--- config.mk ---
export PLATFORM = sky130hd
export DESIGN_NAME = ar_mux41_scanner_flat
export DESIGN_NICKNAME = d
export VERILOG_FILES = /design/src/rtl/ar_mux41_scanner_if.sv /design/src/rtl/ar_mux41_scanner.sv /design/src/flat_wrapper.sv
export SDC_FILE = /design/constraint.sdc
export NUM_CORES = 1
export LEC_CHECK = 0
export BUFFER_PORTS_ARGS = -buffer_cell sky130_fd_sc_hd__buf_4
export CORE_ASPECT_RATIO = 0.7
export CORE_UTILIZATION = 45
export CTS_CLUSTER_DIAMETER = 150
export DETAILED_ROUTE_END_ITERATION = 8
export HOLD_SLACK_MARGIN = 0.12
export PLACE_DENSITY = 0.64
export SETUP_SLACK_MARGIN = 0.3
export SLEW_MARGIN = 20
export SYNTH_ARGS = -nofsm -noshare
export SYNTH_HDL_FRONTEND = slang
export SYNTH_SLANG_ARGS = --single-unit
--- constraint.sdc ---
create_clock -name clk -period 4.4 [get_ports clk]
set_clock_uncertainty 0.2 [all_clocks]
set_input_delay 0.44 -clock clk [delete_from_list [all_inputs] [get_ports clk]]
set_output_delay 0.44 -clock clk [all_outputs]
set_load 0.05 [all_outputs]
--- src/rtl/ar_mux41_scanner_if.sv ---
// Signal bundle between the scanner, its external 4:1 mux and the downstream word consumer.
// The master drives the control inputs and the mux output y_in; the scanner (slave) drives select/enable and the word.
interface ar_mux41_scanner_if;
    logic       en;
    logic       start;
    logic       continuous;
    logic       y_in;
    logic [1:0] sel_out;
    logic       mux_en;
    logic       busy;
    logic [3:0] data_out;
    logic       data_valid;

    modport master (
        output en, start, continuous, y_in,
        input  sel_out, mux_en, busy, data_out, data_valid
    );

    modport slave (
        input  en, start, continuous, y_in,
        output sel_out, mux_en, busy, data_out, data_valid
    );
endinterface

--- src/rtl/ar_mux41_scanner.sv ---
// Steps a 4:1 mux select 0..3, samples y_in after SETTLE idle cycles per select, and emits the 4-bit word with a 1-cycle strobe.
// Word latency is 4*(SETTLE+1) cycles from start; no backpressure, so the consumer must take data_out on the data_valid cycle.
module ar_mux41_scanner #(
    parameter int unsigned SETTLE = 1
) (
    input logic               clk,
    input logic               rst_n,
    ar_mux41_scanner_if.slave bus
);

    localparam logic [7:0] SETTLE_C = 8'(SETTLE);

    typedef enum logic {
        ST_IDLE   = 1'b0,
        ST_SETTLE = 1'b1
    } state_t;

    state_t     state_q;
    logic [7:0] cnt_q;
    logic [1:0] sel_q;
    logic [2:0] shadow_q;
    logic [3:0] data_q;
    logic       data_valid_q;
    logic       mux_en_q;
    logic       busy_q;

    always_ff @(posedge clk) begin
        if (!rst_n) begin
            state_q      <= ST_IDLE;
            cnt_q        <= 8'd0;
            sel_q        <= 2'd0;
            shadow_q     <= 3'd0;
            data_q       <= 4'd0;
            data_valid_q <= 1'b0;
            mux_en_q     <= 1'b0;
            busy_q       <= 1'b0;
        end else begin
            data_valid_q <= 1'b0;
            case (state_q)
                ST_IDLE: begin
                    if (bus.en && bus.start) begin
                        state_q  <= ST_SETTLE;
                        sel_q    <= 2'd0;
                        mux_en_q <= 1'b1;
                        busy_q   <= 1'b1;
                        cnt_q    <= SETTLE_C;
                    end
                end
                ST_SETTLE: begin
                    if (!bus.en) begin
                        // Abort: partial word is dropped, last completed word is kept.
                        state_q  <= ST_IDLE;
                        sel_q    <= 2'd0;
                        mux_en_q <= 1'b0;
                        busy_q   <= 1'b0;
                        shadow_q <= 3'd0;
                        cnt_q    <= 8'd0;
                    end else if (cnt_q != 8'd0) begin
                        cnt_q <= cnt_q - 8'd1;
                    end else if (sel_q != 2'd3) begin
                        shadow_q[sel_q] <= bus.y_in;
                        sel_q           <= sel_q + 2'd1;
                        cnt_q           <= SETTLE_C;
                    end else begin
                        data_q       <= {bus.y_in, shadow_q};
                        data_valid_q <= 1'b1;
                        sel_q        <= 2'd0;
                        cnt_q        <= SETTLE_C;
                        if (!bus.continuous) begin
                            state_q  <= ST_IDLE;
                            mux_en_q <= 1'b0;
                            busy_q   <= 1'b0;
                            cnt_q    <= 8'd0;
                        end
                    end
                end
                default: state_q <= ST_IDLE;
            endcase
        end
    end

    assign bus.sel_out    = sel_q;
    assign bus.mux_en     = mux_en_q;
    assign bus.busy       = busy_q;
    assign bus.data_out   = data_q;
    assign bus.data_valid = data_valid_q;

endmodule

--- src/flat_wrapper.sv ---
// flat-port wrapper written by rule: the top's interface ports become plain ports
module ar_mux41_scanner_flat 
#(
    parameter int unsigned SETTLE = 1
)
  (clk, rst_n, bus_en, bus_start, bus_continuous, bus_y_in, bus_sel_out, bus_mux_en, bus_busy, bus_data_out, bus_data_valid);
  ar_mux41_scanner_if bus_i ();
  input logic clk;
  input logic rst_n;
  input wire logic [$bits(bus_i.en)-1:0] bus_en;
  input wire logic [$bits(bus_i.start)-1:0] bus_start;
  input wire logic [$bits(bus_i.continuous)-1:0] bus_continuous;
  input wire logic [$bits(bus_i.y_in)-1:0] bus_y_in;
  output wire logic [$bits(bus_i.sel_out)-1:0] bus_sel_out;
  output wire logic [$bits(bus_i.mux_en)-1:0] bus_mux_en;
  output wire logic [$bits(bus_i.busy)-1:0] bus_busy;
  output wire logic [$bits(bus_i.data_out)-1:0] bus_data_out;
  output wire logic [$bits(bus_i.data_valid)-1:0] bus_data_valid;
  assign bus_i.en = bus_en;
  assign bus_i.start = bus_start;
  assign bus_i.continuous = bus_continuous;
  assign bus_i.y_in = bus_y_in;
  assign bus_sel_out = bus_i.sel_out;
  assign bus_mux_en = bus_i.mux_en;
  assign bus_busy = bus_i.busy;
  assign bus_data_out = bus_i.data_out;
  assign bus_data_valid = bus_i.data_valid;
  ar_mux41_scanner #(.SETTLE(SETTLE)) u_core (.clk(clk), .rst_n(rst_n), .bus(bus_i));
endmodule
## After elaboration in Yosys (flattened, before gate mapping)

Cells that the tools add are included.

- Add/subtract/negate cells: 2
- Order comparisons: 2
- Equality and inequality tests: 7
- Multiplexer cells: 30
- Bitwise logic cells: 5
- Reduce and logical (&&, ||, !) cells: 8

Operators by type and width:

| cell | number |
|---|---|
| 8-bit two-way mux | 4 |
| 8-bit one-hot mux with 2 select lines | 1 |
| 1-bit two-way mux | 13 |
| 3-bit two-way mux | 3 |
| 3-bit inequality test, second input constant | 3 |
| 2-bit two-way mux | 4 |
| 4-bit AND reduction | 2 |
| 8-bit nonzero test | 1 |
| 8-bit by 1-bit subtractor with 8-bit output, second input constant | 1 |
| 1-bit NOT | 5 |
| 2-bit by 1-bit inequality test with 1-bit output, second input constant | 2 |
| 2-bit inequality test, second input constant | 2 |
| 1-bit one-hot mux with 2 select lines | 2 |
| 2-bit one-hot mux with 2 select lines | 1 |
| 4-bit OR reduction | 1 |
| 3-bit bitwise mux | 1 |
| 2-bit by 3-bit less-than comparator with 1-bit output, second input constant | 1 |
| 3-bit AND reduction | 1 |
| 2-bit by 1-bit adder with 2-bit output, second input constant | 1 |
| 1-bit demux with 2-bit select | 1 |
| 2-bit by 1-bit >= comparator with 1-bit output, second input constant | 1 |
| 1-bit logical AND | 2 |
| 2-bit AND reduction | 1 |

- Register bits: 20
- Input bits: 6
- Output and inout port bits: 9
- Logic and storage cells: 61

## Depth between registers and ports, before layout

Gate-level depths: netlist of run 1.

- Depth in word-level cells: 8
- Mapped depth: 6
- Mapped depth without buffers: 6

## Worst setup path before layout of run 1

No wires, ideal clock.

- Kind: register to register
- Start point: register u_core.sel_q[0], in the netlist u_core.bus.sel_out[0]
- End point: register u_core.data_q[0], in the netlist u_core.bus.data_out[0]
- Library setup time: 0.128 ns
- Arrival time: 1.587 ns
- Required time: 4.072 ns
- Path slack: 2.486 ns
- Stages on the path, launching flop included: 6
- Buffers on the path: 0
- Clock period less this slack: 1.914 ns
- Cell sequence: dfxtp_1 ha_1 nand3_1 nor3_4 mux2i_1 nor2_1

- Word-level cells in the longest chain between the ends: 3

Ends and longest elaborated chain:

| element | line | text |
|---|---|---|
| start, declared | ar_mux41_scanner.sv:20 | `logic [1:0] sel_q;` |
| start signal, assigned | ar_mux41_scanner.sv:62 | `sel_q <= sel_q + 2'd1;` |
| 2-bit inequality test | ar_mux41_scanner.sv:60 | `end else if (sel_q != 2'd3) begin` |
| 1-bit NOT (no line) | -- |  |
| 4-bit AND reduction (no line) | -- |  |
| end signal, assigned | ar_mux41_scanner.sv:65 | `data_q <= {bus.y_in, shadow_q};` |
| end, declared | ar_mux41_scanner.sv:22 | `logic [3:0] data_q;` |

Every way passes these cells.
A chain may end at the register's enable or synchronous reset.

## Worst setup path in the final report of run 1

- Start point: register u_core.cnt_q[0]
- End point: register u_core.sel_q[0], in the netlist u_core.bus.sel_out[0]

- Word-level cells in the longest chain between the ends: 3

Ends and longest elaborated chain:

| element | line | text |
|---|---|---|
| start, declared | ar_mux41_scanner.sv:19 | `logic [7:0] cnt_q;` |
| start signal, assigned | ar_mux41_scanner.sv:59 | `cnt_q <= cnt_q - 8'd1;` |
| 8-bit nonzero test | ar_mux41_scanner.sv:58 | `end else if (cnt_q != 8'd0) begin` |
| 3-bit inequality test (no line) | -- |  |
| 2-bit AND reduction (no line) | -- |  |

Every way passes these cells.

==> flow_summary_export.csv, run 1 <==
group,metric,value,unit
detailed_routing,wl_per_cell,14.3,um
power_and_ir_drop,cellLeakagePower,0.460,nW
critical_path,r2r-end,"u_core.bus.sel_out[0]",
sta,max_freq,471,MHz
logic_synthesis,ys_warn_count,0,
layout,fillers,206,
logic_synthesis,synthMuxAreaShare,0.0389,
floorplan,core,2150,um^2
power_and_ir_drop,p_comb_frac,0.132,
detailed_routing,drt_iter0_markers,39,
power_and_ir_drop,swShare,0.268,
layout,area_growth,16.5,%
cts,clkSlewWorstSetupHoldPaths,0.12,ns
cts,ctsResizeCount,0,
critical_path,cp.arrival,2.16,ns
logic_synthesis,async_flop_share,0,
cts,post-cts-setup-buffer-count,0,
cts,clockRootBuffer,"clkbuf_4",
critical_path,required,4.44,ns
grt,antenna_found_initial,0,
power_and_ir_drop,ir_drop,0.171,mV
critical_path,worstSetupPathType,"flop to flop",
worst_hold_path,min_path_type,"primary input to flop",
cts,clock_latency,0.30,ns
sta,finalCritPeriodShare,0.483,
logic_synthesis,synth_compound_area_frac,0.223,
detailed_routing,drtPass1Iterations,4,
grt,grt_usage,0.211,
logic_synthesis,synth_cells,111,
power_and_ir_drop,power.internal,0.250,mW
detailed_routing,wl,2280,um
grt,grt_pass1_vias,826,
critical_path,r2r_setup_slack,2.28,ns
logic_synthesis,ys.flop_type,"dfxtp_1",
detailed_routing,vias,895,
floorplan,die_w,59.1,um
layout,num_antenna_cells,0,
detailed_routing,ant_nets,0,
critical_path,start_kind,"flop",
critical_path,crit-reg2reg-launch,"u_core.cnt_q[0]",
floorplan,rows,14,
sta,worst_pin_slew,0.700,ns
layout,fin_nets,139,
logic_synthesis,synth_top_family_by_area,"simple AND/OR/NAND/NOR gates",
logic_synthesis,netlist_area,1030,um^2
sta,drv_slew,0,
detailed_routing,remaining_drc_errors,0,
status,status,"complete, no violations",
cts,cts_tree,"done",
floorplan,die_h,42,um
place,dp_slack,2.30,ns
sta,slew-limit-headroom,0.529,
sta,rsz0062_at_grt,"no",
place,post-dp-hpwl,1700,um
grt,grt_pass1_wl,3850,um
place,port_buffers,14,
logic_synthesis,yosysTopAreaCell,"dfxtp_1",
cts,numCtsBuffers,3,
logic_synthesis,synth_area_per_cell,9.27,um^2
critical_path,crit_path_end_kind,"flop",
critical_path,cp_max_fo,9,
logic_synthesis,synthTopCellsByArea,"dfxtp_1 39%, a21oi_1 6.3%, ha_1 6.1%",
power_and_ir_drop,total_power,0.342,mW
job,max-cap-violations,0,
sta,hold_ws,0.185,ns
logic_synthesis,yosysMostFrequentCell,"dfxtp_1",
sta,setup_violations,0,
grt,grt-ovfl-total,0,
sta,finalCriticalPeriod,2.12,ns
power_and_ir_drop,seqPwrFrac,0.549,
logic_synthesis,synth_seq_cells,20,
cts,clk_path_buf_depth,2,
logic_synthesis,synth_xor_area_frac,0,
sta,setup_slack,2.28,ns
cts,clock-sinks,20,
logic_synthesis,yosysTopAreaCellShare,0.389,
power_and_ir_drop,p_switching,0.0915,mW
cts,htree_levels,1,
place,gp_congestion,0.895,
sta,finalHoldViolCount,0,
cts,cts_hold_buffers,0,
critical_path,critPathLaunch,"u_core.cnt_q[0]",
power_and_ir_drop,power_frac_clock,0.319,
floorplan,ioPinCount,15,
logic_synthesis,synth_fa_ha_area_frac,0.0608,
critical_path,crit_end,"u_core.bus.sel_out[0]",
logic_synthesis,synth_edf_count,0,
detailed_routing,vias_per_cell,5.63,
logic_synthesis,synthSimpleGateAreaFrac,0.252,
floorplan,die_area,2480,um^2
layout,drive_gt1_frac,0.213,
power_and_ir_drop,power_density,285,nW/um^2
grt,grt_max_degree,15,
logic_synthesis,ys_seq_area_frac,0.389,
logic_synthesis,yosys-top-cells-count,"20 x dfxtp_1, 13 x a21oi_1, 9 x nor2_1",
sta,tns,0,ns
logic_synthesis,synthesis.nets,122,
logic_synthesis,synth_cell_type_count,35,
critical_path,rr_worst_depth,6,
floorplan,start_util,0.477,
## layout by cell type (no fill, tap or decap), drive strengths merged, types with 2 or more instances in the layout
cell,n
dfxtp,20
buf,14
a21oi,14
nor2,10
inv,7
o21ai,7
ha,5
nor3,5
nand2,4
nand3,4
mux2i,4
clkbuf,4
nand2b,3
a21o,3
or4,3
nor4,3
nand3b,2
nand4b,2
a211oi,2
a31oi,2
o41ai,2
## routing by layer
layer	part of all wire	up-vias	global-route usage
met5	0	-	0
met4	0	0	0.0381
met3	0.072	0	0.0772
met2	0.41	35	0.291
met1	0.52	419	0.314
li1	-	441	-
## power groups by stage
stage	sequential, mW	combinational [mW]	clock [mW]
finish	0.188	0.0450	0.109
global route	0.189	0.0487	0.119
CTS	0.188	0.0448	0.110
detailed placement	0.192	0.0448	0
global placement	0.191	0.0443	0
floorplan	0.194	0.0290	0
## flip-flops by register name, indices dropped and copies added (netlist names)
register and count:
u_core.bus.data_out 4, u_core.bus.data_valid 1, u_core.bus.mux_en 1, u_core.bus.sel_out 2, u_core.cnt_q 8, u_core.shadow_q 3, u_core.state_q 1
## critical path, stage by stage (launching register included)
cell     delay (ns)
dfxtp_1        0.37
inv_1          0.07
ha_1           0.19
nor3b_2        0.38
a21oi_2        0.20
or4_1          0.49
a21oi_1        0.16
## final cells by class
cell class,count,area (um^2),area share
repair buffers,14,105,0.0877
multi-input cells,82,591,0.493
clock buffers,4,36.3,0.0303
flip-flops and latches,20,400,0.334
well taps,32,40.0,0.0334
inverters,7,26.3,0.0219
## stage by stage
stage / utilization / instances / cell area, um^2
2_1_floorplan: - / 111 / 1030
3_3_place_gp: 0.539 / 155 / 1160
3_5_place_dp: 0.539 / 155 / 1160
4_1_cts: 0.556 / 159 / 1200
5_1_grt: 0.556 / 159 / 1200
6_report: 0.556 / 159 / 1200
## cells by family after synthesis
family | Yosys count
buf+inv | 9
flops | 20
mux | 4
fa+ha+maj | 5
compound gates | 34
simple gates | 39
## worst min-delay path by stage
stage                     depth (start not counted)  slack, ns                     end                    from
after floorplan                                   2       0.26  u_core.bus.data_out[0]      u_core.shadow_q[0]
after global placement                            2       0.27  u_core.bus.data_out[2]  u_core.bus.data_out[2]
after detailed placement                          2       0.29  u_core.bus.data_out[2]  u_core.bus.data_out[2]
after CTS                                         3       0.19  u_core.bus.data_out[3]                bus_y_in
after global routing                              3       0.19  u_core.bus.data_out[3]                bus_y_in
final                                             3       0.19  u_core.bus.data_out[3]                bus_y_in
Note: power is estimated with default switching activity, not from simulation.
==> run 2: changes to the inputs <==
--- a/config.mk
+++ b/config.mk
@@ -5,13 +5,14 @@
 export SDC_FILE = /design/constraint.sdc
 export NUM_CORES = 1
 export LEC_CHECK = 0
+export ABC_AREA = 1
 export BUFFER_PORTS_ARGS = -buffer_cell sky130_fd_sc_hd__buf_4
 export CORE_ASPECT_RATIO = 0.7
 export CORE_UTILIZATION = 45
 export CTS_CLUSTER_DIAMETER = 150
 export DETAILED_ROUTE_END_ITERATION = 8
 export HOLD_SLACK_MARGIN = 0.12
-export PLACE_DENSITY = 0.64
+export PLACE_DENSITY = 0.66
 export SETUP_SLACK_MARGIN = 0.3
 export SLEW_MARGIN = 20
 export SYNTH_ARGS = -nofsm -noshare
==> constraint.sdc (replaced) <==
create_clock -name clk -period 1.9 [get_ports clk]
set_clock_uncertainty 0.2 [all_clocks]
set_input_delay 0.19 -clock clk [delete_from_list [all_inputs] [get_ports clk]]
set_output_delay 0.19 -clock clk [all_outputs]
set_load 0.05 [all_outputs]
==> run 2 against run 1 <==
Flip-flop and latch count unchanged; sequential power rose by 140%; via count grew 20%; critical path type is now primary input to flop; setup slack lost 1.9 ns; largest cell class unchanged; final area rose by 14%.
==> flow_summary_export.csv, run 2 <==
group,metric,value,unit
status,status,"complete, no violations",
sta,rsz0062_at_grt,"yes",
layout,layout_common_cells,"29 x nand2_1, 23 x inv_1, 19 x nand3_1, 17 x buf_4, 15 x dfxtp_1",
power_and_ir_drop,ir_drop,0.440,mV
logic_synthesis,synth_cell_type_count,20,
detailed_routing,wl_met3,123,um
floorplan,die_w,61.0,um
cts,cts_tree,"done",
sta,finalHoldViolCount,0,
detailed_routing,ant_nets,0,
floorplan,rows,14,
grt,grt_pass1_vias,920,
worst_hold_path,min_path_type,"flop to flop",
logic_synthesis,ys_seq_area_frac,0.365,
critical_path,worstSetupPathType,"primary input to flop",
detailed_routing,drt_iter0_markers,85,
floorplan,start_util,0.493,
layout,num_antenna_cells,0,
floorplan,ioPinCount,15,
detailed_routing,met1_length,1320,um
cts,clkSlewWorstSetupHoldPaths,0.11,ns
detailed_routing,wl_per_cell,12.0,um
place,gp_congestion,0.777,
cts,numCtsBuffers,3,
cts,clock-sinks,20,
logic_synthesis,yosys-top-cells-count,"29 x nand2_1, 25 x inv_1, 20 x dfxtp_1",
sta,worst_pin_slew,0.395,ns
power_and_ir_drop,total_power,0.906,mW
detailed_routing,remaining_drc_errors,0,
job,max-cap-violations,0,
cts,clock_latency,0.30,ns
grt,grt_pass1_wl,4150,um
logic_synthesis,synth_edf_count,0,
sta,drv_slew,0,
sta,max_freq,643,MHz
sta,finalCriticalPeriod,1.55,ns
floorplan,die_area,2640,um^2
cts,clockRootBuffer,"clkbuf_4",
grt,grt-ovfl-total,0,
grt,grt_max_degree,13,
logic_synthesis,yosysTopAreaCell,"dfxtp_1",
sta,finalCritPeriodShare,0.818,
sta,tns,0,ns
logic_synthesis,synthTopCellsByArea,"dfxtp_1 36%, nand2_1 9.9%, nand3_1 8.7%",
layout,drive_gt1_frac,0.274,
logic_synthesis,ys.flop_type,"dfxtp_1",
detailed_routing,wl,2530,um
detailed_routing,vias,1070,
detailed_routing,vias_per_cell,5.07,
detailed_routing,maxUsedRoutingLayer,"met4",
logic_synthesis,synth_cells,157,
detailed_routing,drtPass1Iterations,5,
layout,final_common_cell,"nand2_1",
floorplan,core,2220,um^2
layout,top_register,"u_core.cnt_q",
layout,largest_reg_flops,8,
sta,setup_violations,0,
sta,slew-limit-headroom,0.736,
grt,grt_usage,0.214,
power_and_ir_drop,cellLeakagePower,0.611,nW
critical_path,crit_path_end_kind,"flop",
floorplan,die_h,43.3,um
grt,antenna_found_initial,0,
critical_path,cp_max_fo,6,
place,dpl_cell_area,1220,um^2
layout,post-route-util,0.614,
logic_synthesis,netlist_area,1100,um^2
critical_path,cp.arrival,1.55,ns
power_and_ir_drop,power_density,663,nW/um^2
logic_synthesis,synth_area_per_cell,6.99,um^2
cts,htree_levels,1,
logic_synthesis,async_flop_share,0,
logic_synthesis,synthesis.nets,168,
place,port_buffers,14,
place,post-dp-hpwl,1830,um
detailed_routing,wl_met2,1070,um
critical_path,required,1.90,ns
logic_synthesis,ys_warn_count,0,
cts,clk_path_buf_depth,2,
layout,final_cell_area,1370,um^2
layout,fin_nets,192,
logic_synthesis,yosysMostFrequentCell,"nand2_1",
logic_synthesis,synth_seq_cells,20,
layout,area_growth,24.4,%
critical_path,start_kind,"primary input",
logic_synthesis,yosysTopAreaCellShare,0.365,
[run 2: cell count changes after synthesis, sizes merged, moves of 4 or more]
cell and change:
nand2 +32, inv +20, nor2 +8, nand3 +17
mux2i -4, nor3 -5
[run 2: cell type report]
| class | count | area (um^2) |
|---|---|---|
| Clock buffer | 3 | 22.5 |
| Fill cell | 208 | 860 |
| Inverter | 27 | 101 |
| Multi-Input combinational cell | 106 | 606 |
| Sequential cell | 20 | 407 |
| Tap cell | 32 | 40.0 |
| Timing Repair Buffer | 23 | 189 |
[run 2: through the flow]
stage / instances / setup WS (ns) / hold WS, ns
global route: 211 / 0.271 / 0.312
global placement: 199 / 0.255 / 0.252
finish: 211 / 0.345 / 0.271
floorplan: 157 / 0.385 / 0.152
CTS: 207 / 0.314 / 0.275
detailed placement: 199 / 0.220 / 0.259
[run 2: worst paths after layout]
| path | from | to | slack [ns] | cells after the start |
|---|---|---|---|---|
| hold / removal | u_core.bus.data_out[2] | u_core.bus.data_out[2] | 0.27 | 2 |
| setup / recovery | bus_en | u_core.state_q | 0.35 | 8 |
| setup reg to reg | u_core.cnt_q[0] | u_core.bus.sel_out[0] | 0.35 | 9 |
| hold reg to reg | u_core.bus.data_out[2] | u_core.bus.data_out[2] | 0.27 | 2 |
[run 2: where the power goes]
part           internal [mW]  switching, mW
registers              0.435         0.0153
logic                  0.103          0.149
clock network         0.0739          0.129
total                  0.613          0.293
[run 2: critical path, stage by stage]
cell           delay (ns)
dlygate4sd3_1        0.53
buf_4                0.17
nand2_2              0.15
inv_2                0.08
o21ai_1              0.11
nand2_1              0.09
o21ai_0              0.17
inv_1                0.06
[run 2: cell families after synthesis]
| group | share of synthesized area |
|---|---|
| xor gates and xnor gates | 0.00798 |
| adders and majority gates | 0.0570 |
| AOI/OAI and AO/OA | 0.115 |
| DFF | 0.365 |
| and+or+nand+nor | 0.339 |
| buffers and inverters | 0.116 |
[run 2: routing by layer]
metal / track usage / vias to the layer above
li1: - / 543
met1: 0.318 / 492
met2: 0.293 / 31
met3: 0.0610 / 4
met4: 0.0682 / 0
met5: 0 / -
[run 2: timing repair]
item                                    in CTS  in global routing
hold buffers                                 5                  0
setup buffers                                0                  4
endpoints found under the setup margin      13                 16
pin swaps                                    1                  5
hold endpoints to repair                    10                  0
resized for setup                            2                 11
==> run 3: changes to the inputs <==
--- a/config.mk
+++ b/config.mk
@@ -5,14 +5,14 @@
 export SDC_FILE = /design/constraint.sdc
 export NUM_CORES = 1
 export LEC_CHECK = 0
-export ABC_AREA = 1
+export ABC_AREA = 0
 export BUFFER_PORTS_ARGS = -buffer_cell sky130_fd_sc_hd__buf_4
 export CORE_ASPECT_RATIO = 0.7
 export CORE_UTILIZATION = 45
 export CTS_CLUSTER_DIAMETER = 150
 export DETAILED_ROUTE_END_ITERATION = 8
 export HOLD_SLACK_MARGIN = 0.12
-export PLACE_DENSITY = 0.66
+export PLACE_DENSITY = 0.67
 export SETUP_SLACK_MARGIN = 0.3
 export SLEW_MARGIN = 20
 export SYNTH_ARGS = -nofsm -noshare
==> constraint.sdc (replaced) <==
create_clock -name clk -period 1.4 [get_ports clk]
set_clock_uncertainty 0.2 [all_clocks]
set_input_delay 0.14 -clock clk [delete_from_list [all_inputs] [get_ports clk]]
set_output_delay 0.14 -clock clk [all_outputs]
set_load 0.05 [all_outputs]
==> run 3 against run 2 <==
The flow now finishes with violations (negative hold slack, negative setup slack); power grew 35%; critical endpoint is now u_core.cnt_q[0]; global-route usage rose by 4.8 points; non-clock buffer count is 28 higher; clock-buffer cell count is 1 higher.
==> flow_summary_export.csv, run 3 (synthesized netlist as in run 1, its figures left out) <==
group,metric,value,unit
cts,clk_path_buf_depth,2,
grt,grt_max_degree,15,
status,violations,"negative hold slack, negative setup slack",
layout,area_growth,62.7,%
sta,setup_violations,20,
cts,clkSlewWorstSetupHoldPaths,0.11,ns
detailed_routing,drtPass1Iterations,4,
floorplan,ioPinCount,15,
sta,setup_slack,-0.519,ns
power_and_ir_drop,ir_drop,0.602,mV
cts,clockRootBuffer,"clkbuf_4",
floorplan,core,2150,um^2
power_and_ir_drop,power_density,730,nW/um^2
sta,rsz0062_at_grt,"yes",
floorplan,die_area,2480,um^2
critical_path,required,1.42,ns
critical_path,cp.arrival,1.94,ns
job,max-cap-violations,0,
cts,clock_latency,0.32,ns
critical_path,r2r-end,"u_core.cnt_q[0]",
detailed_routing,drt_iter0_markers,37,
floorplan,die_h,42,um
grt,grt-ovfl-total,0,
critical_path,crit-reg2reg-launch,"u_core.cnt_q[0]",
place,dp_slack,-0.482,ns
grt,grt_pass1_vias,1068,
layout,largest_reg_flops,8,
floorplan,rows,14,
cts,cts_tree,"done",
floorplan,die_w,59.1,um
layout,num_antenna_cells,0,
sta,worst_pin_slew,0.499,ns
grt,antenna_found_initial,0,
critical_path,start_kind,"flop",
place,port_buffers,14,
layout,final_common_cell,"buf_4",
critical_path,rr_worst_depth,6,
detailed_routing,ant_nets,0,
cts,numCtsBuffers,3,
status,status,"complete, but fails checks",
layout,fillers,155,
power_and_ir_drop,cellLeakagePower,0.683,nW
worst_hold_path,hold_path_startpoint,"rst_n",
critical_path,crit_path_end_kind,"flop",
detailed_routing,wl_per_cell,15.2,um
detailed_routing,vias_per_cell,5.40,
layout,drive_gt1_frac,0.524,
sta,max_freq,521,MHz
critical_path,worstSetupPathType,"flop to flop",
cts,cts_hold_buffers,1,
sta,drv_slew,0,
worst_hold_path,hold_end,"u_core.state_q",
grt,grt_usage,0.262,
place,gp_congestion,0.790,
floorplan,start_util,0.477,
sta,finalCriticalPeriod,1.92,ns
layout,seq_area,417,um^2
grt,grt_pass1_wl,4790,um
worst_hold_path,holdPathStages,3,
layout,multi_input_area,659,um^2
layout,layout_common_cells,"30 x buf_4, 11 x a21oi_1, 11 x buf_6, 10 x dfxtp_2",
detailed_routing,remaining_drc_errors,0,
layout,top_register,"u_core.cnt_q",
critical_path,r2r_setup_slack,-0.52,ns
detailed_routing,wl,2970,um
detailed_routing,vias,1059,
cts,htree_levels,1,
worst_hold_path,min_path_type,"primary input to flop",
sta,finalHoldViolCount,2,
cts,clock-sinks,20,
sta,finalCritPeriodShare,1.37,
sta,hold_ws,-0.0897,ns
place,post-dp-hpwl,2050,um
sta,slew-limit-headroom,0.667,
critical_path,cp_max_fo,4,
layout,fin_nets,176,
## run 3: worst max-delay path by stage
| stage | from | endpoint | depth (start not counted) |
|---|---|---|---|
| after floorplan | u_core.cnt_q[1] | u_core.bus.sel_out[0] | 6 |
| after global placement | u_core.cnt_q[7] | u_core.cnt_q[0] | 4 |
| after detailed placement | u_core.cnt_q[7] | u_core.bus.data_out[0] | 4 |
| after CTS | u_core.cnt_q[1] | u_core.cnt_q[0] | 6 |
| after global routing | u_core.cnt_q[0] | u_core.bus.data_out[0] | 6 |
| final | u_core.cnt_q[0] | u_core.cnt_q[0] | 6 |
## run 3: what timing repair did
action | in CTS | in global routing
resized for setup | 43 | 4
endpoints found under the hold margin | 8 | 7
setup endpoints to repair | 29 | 29
buffers inserted | 3 | 5
pin swaps | 16 | 13
## run 3: final cells by class
| cell class | count | area share |
|---|---|---|
| clock buffers | 4 | 0.0217 |
| inverters | 7 | 0.0157 |
| multi-input cells | 82 | 0.394 |
| flip-flops and latches | 20 | 0.249 |
| well taps | 32 | 0.0239 |
| repair buffers | 51 | 0.295 |
## run 3: power by group
| part | switching [mW] | internal, mW |
|---|---|---|
| combinational | 0.133 | 0.145 |
| sequential | 0.0116 | 0.578 |
| clock | 0.194 | 0.159 |
| total | 0.339 | 0.883 |
## run 3: through the flow
stage / utilization / power (mW) / setup TNS (ns) / std cells / instance area (um^2)
after global routing: 0.776 / 1.27 / -9.66 / 196 / 1670
after CTS: 0.754 / 1.20 / -6.83 / 191 / 1630
after global placement: 0.653 / 0.808 / -6.30 / 183 / 1410
after detailed placement: 0.653 / 0.812 / -6.72 / 183 / 1410
final: 0.776 / 1.22 / -8.25 / 196 / 1670
after floorplan: - / 0.711 / -4.55 / 111 / 1060
## run 3: worst max-delay path, cell delays in order (launching register included)
cell	delay [ns]
dfxtp_2	0.35
inv_2	0.06
ha_4	0.13
or3b_4	0.42
o41ai_4	0.37
nor2_2	0.08
a32o_1	0.22
## run 3: metal layers
metal	track usage	up-vias	part of all wire	wire length, um
li1	-	522	-	-
met1	0.337	507	0.47	1400
met2	0.418	27	0.48	1420
met3	0.0802	3	0.043	129
met4	0.0810	0	0.0064	19
met5	0	-	0	0
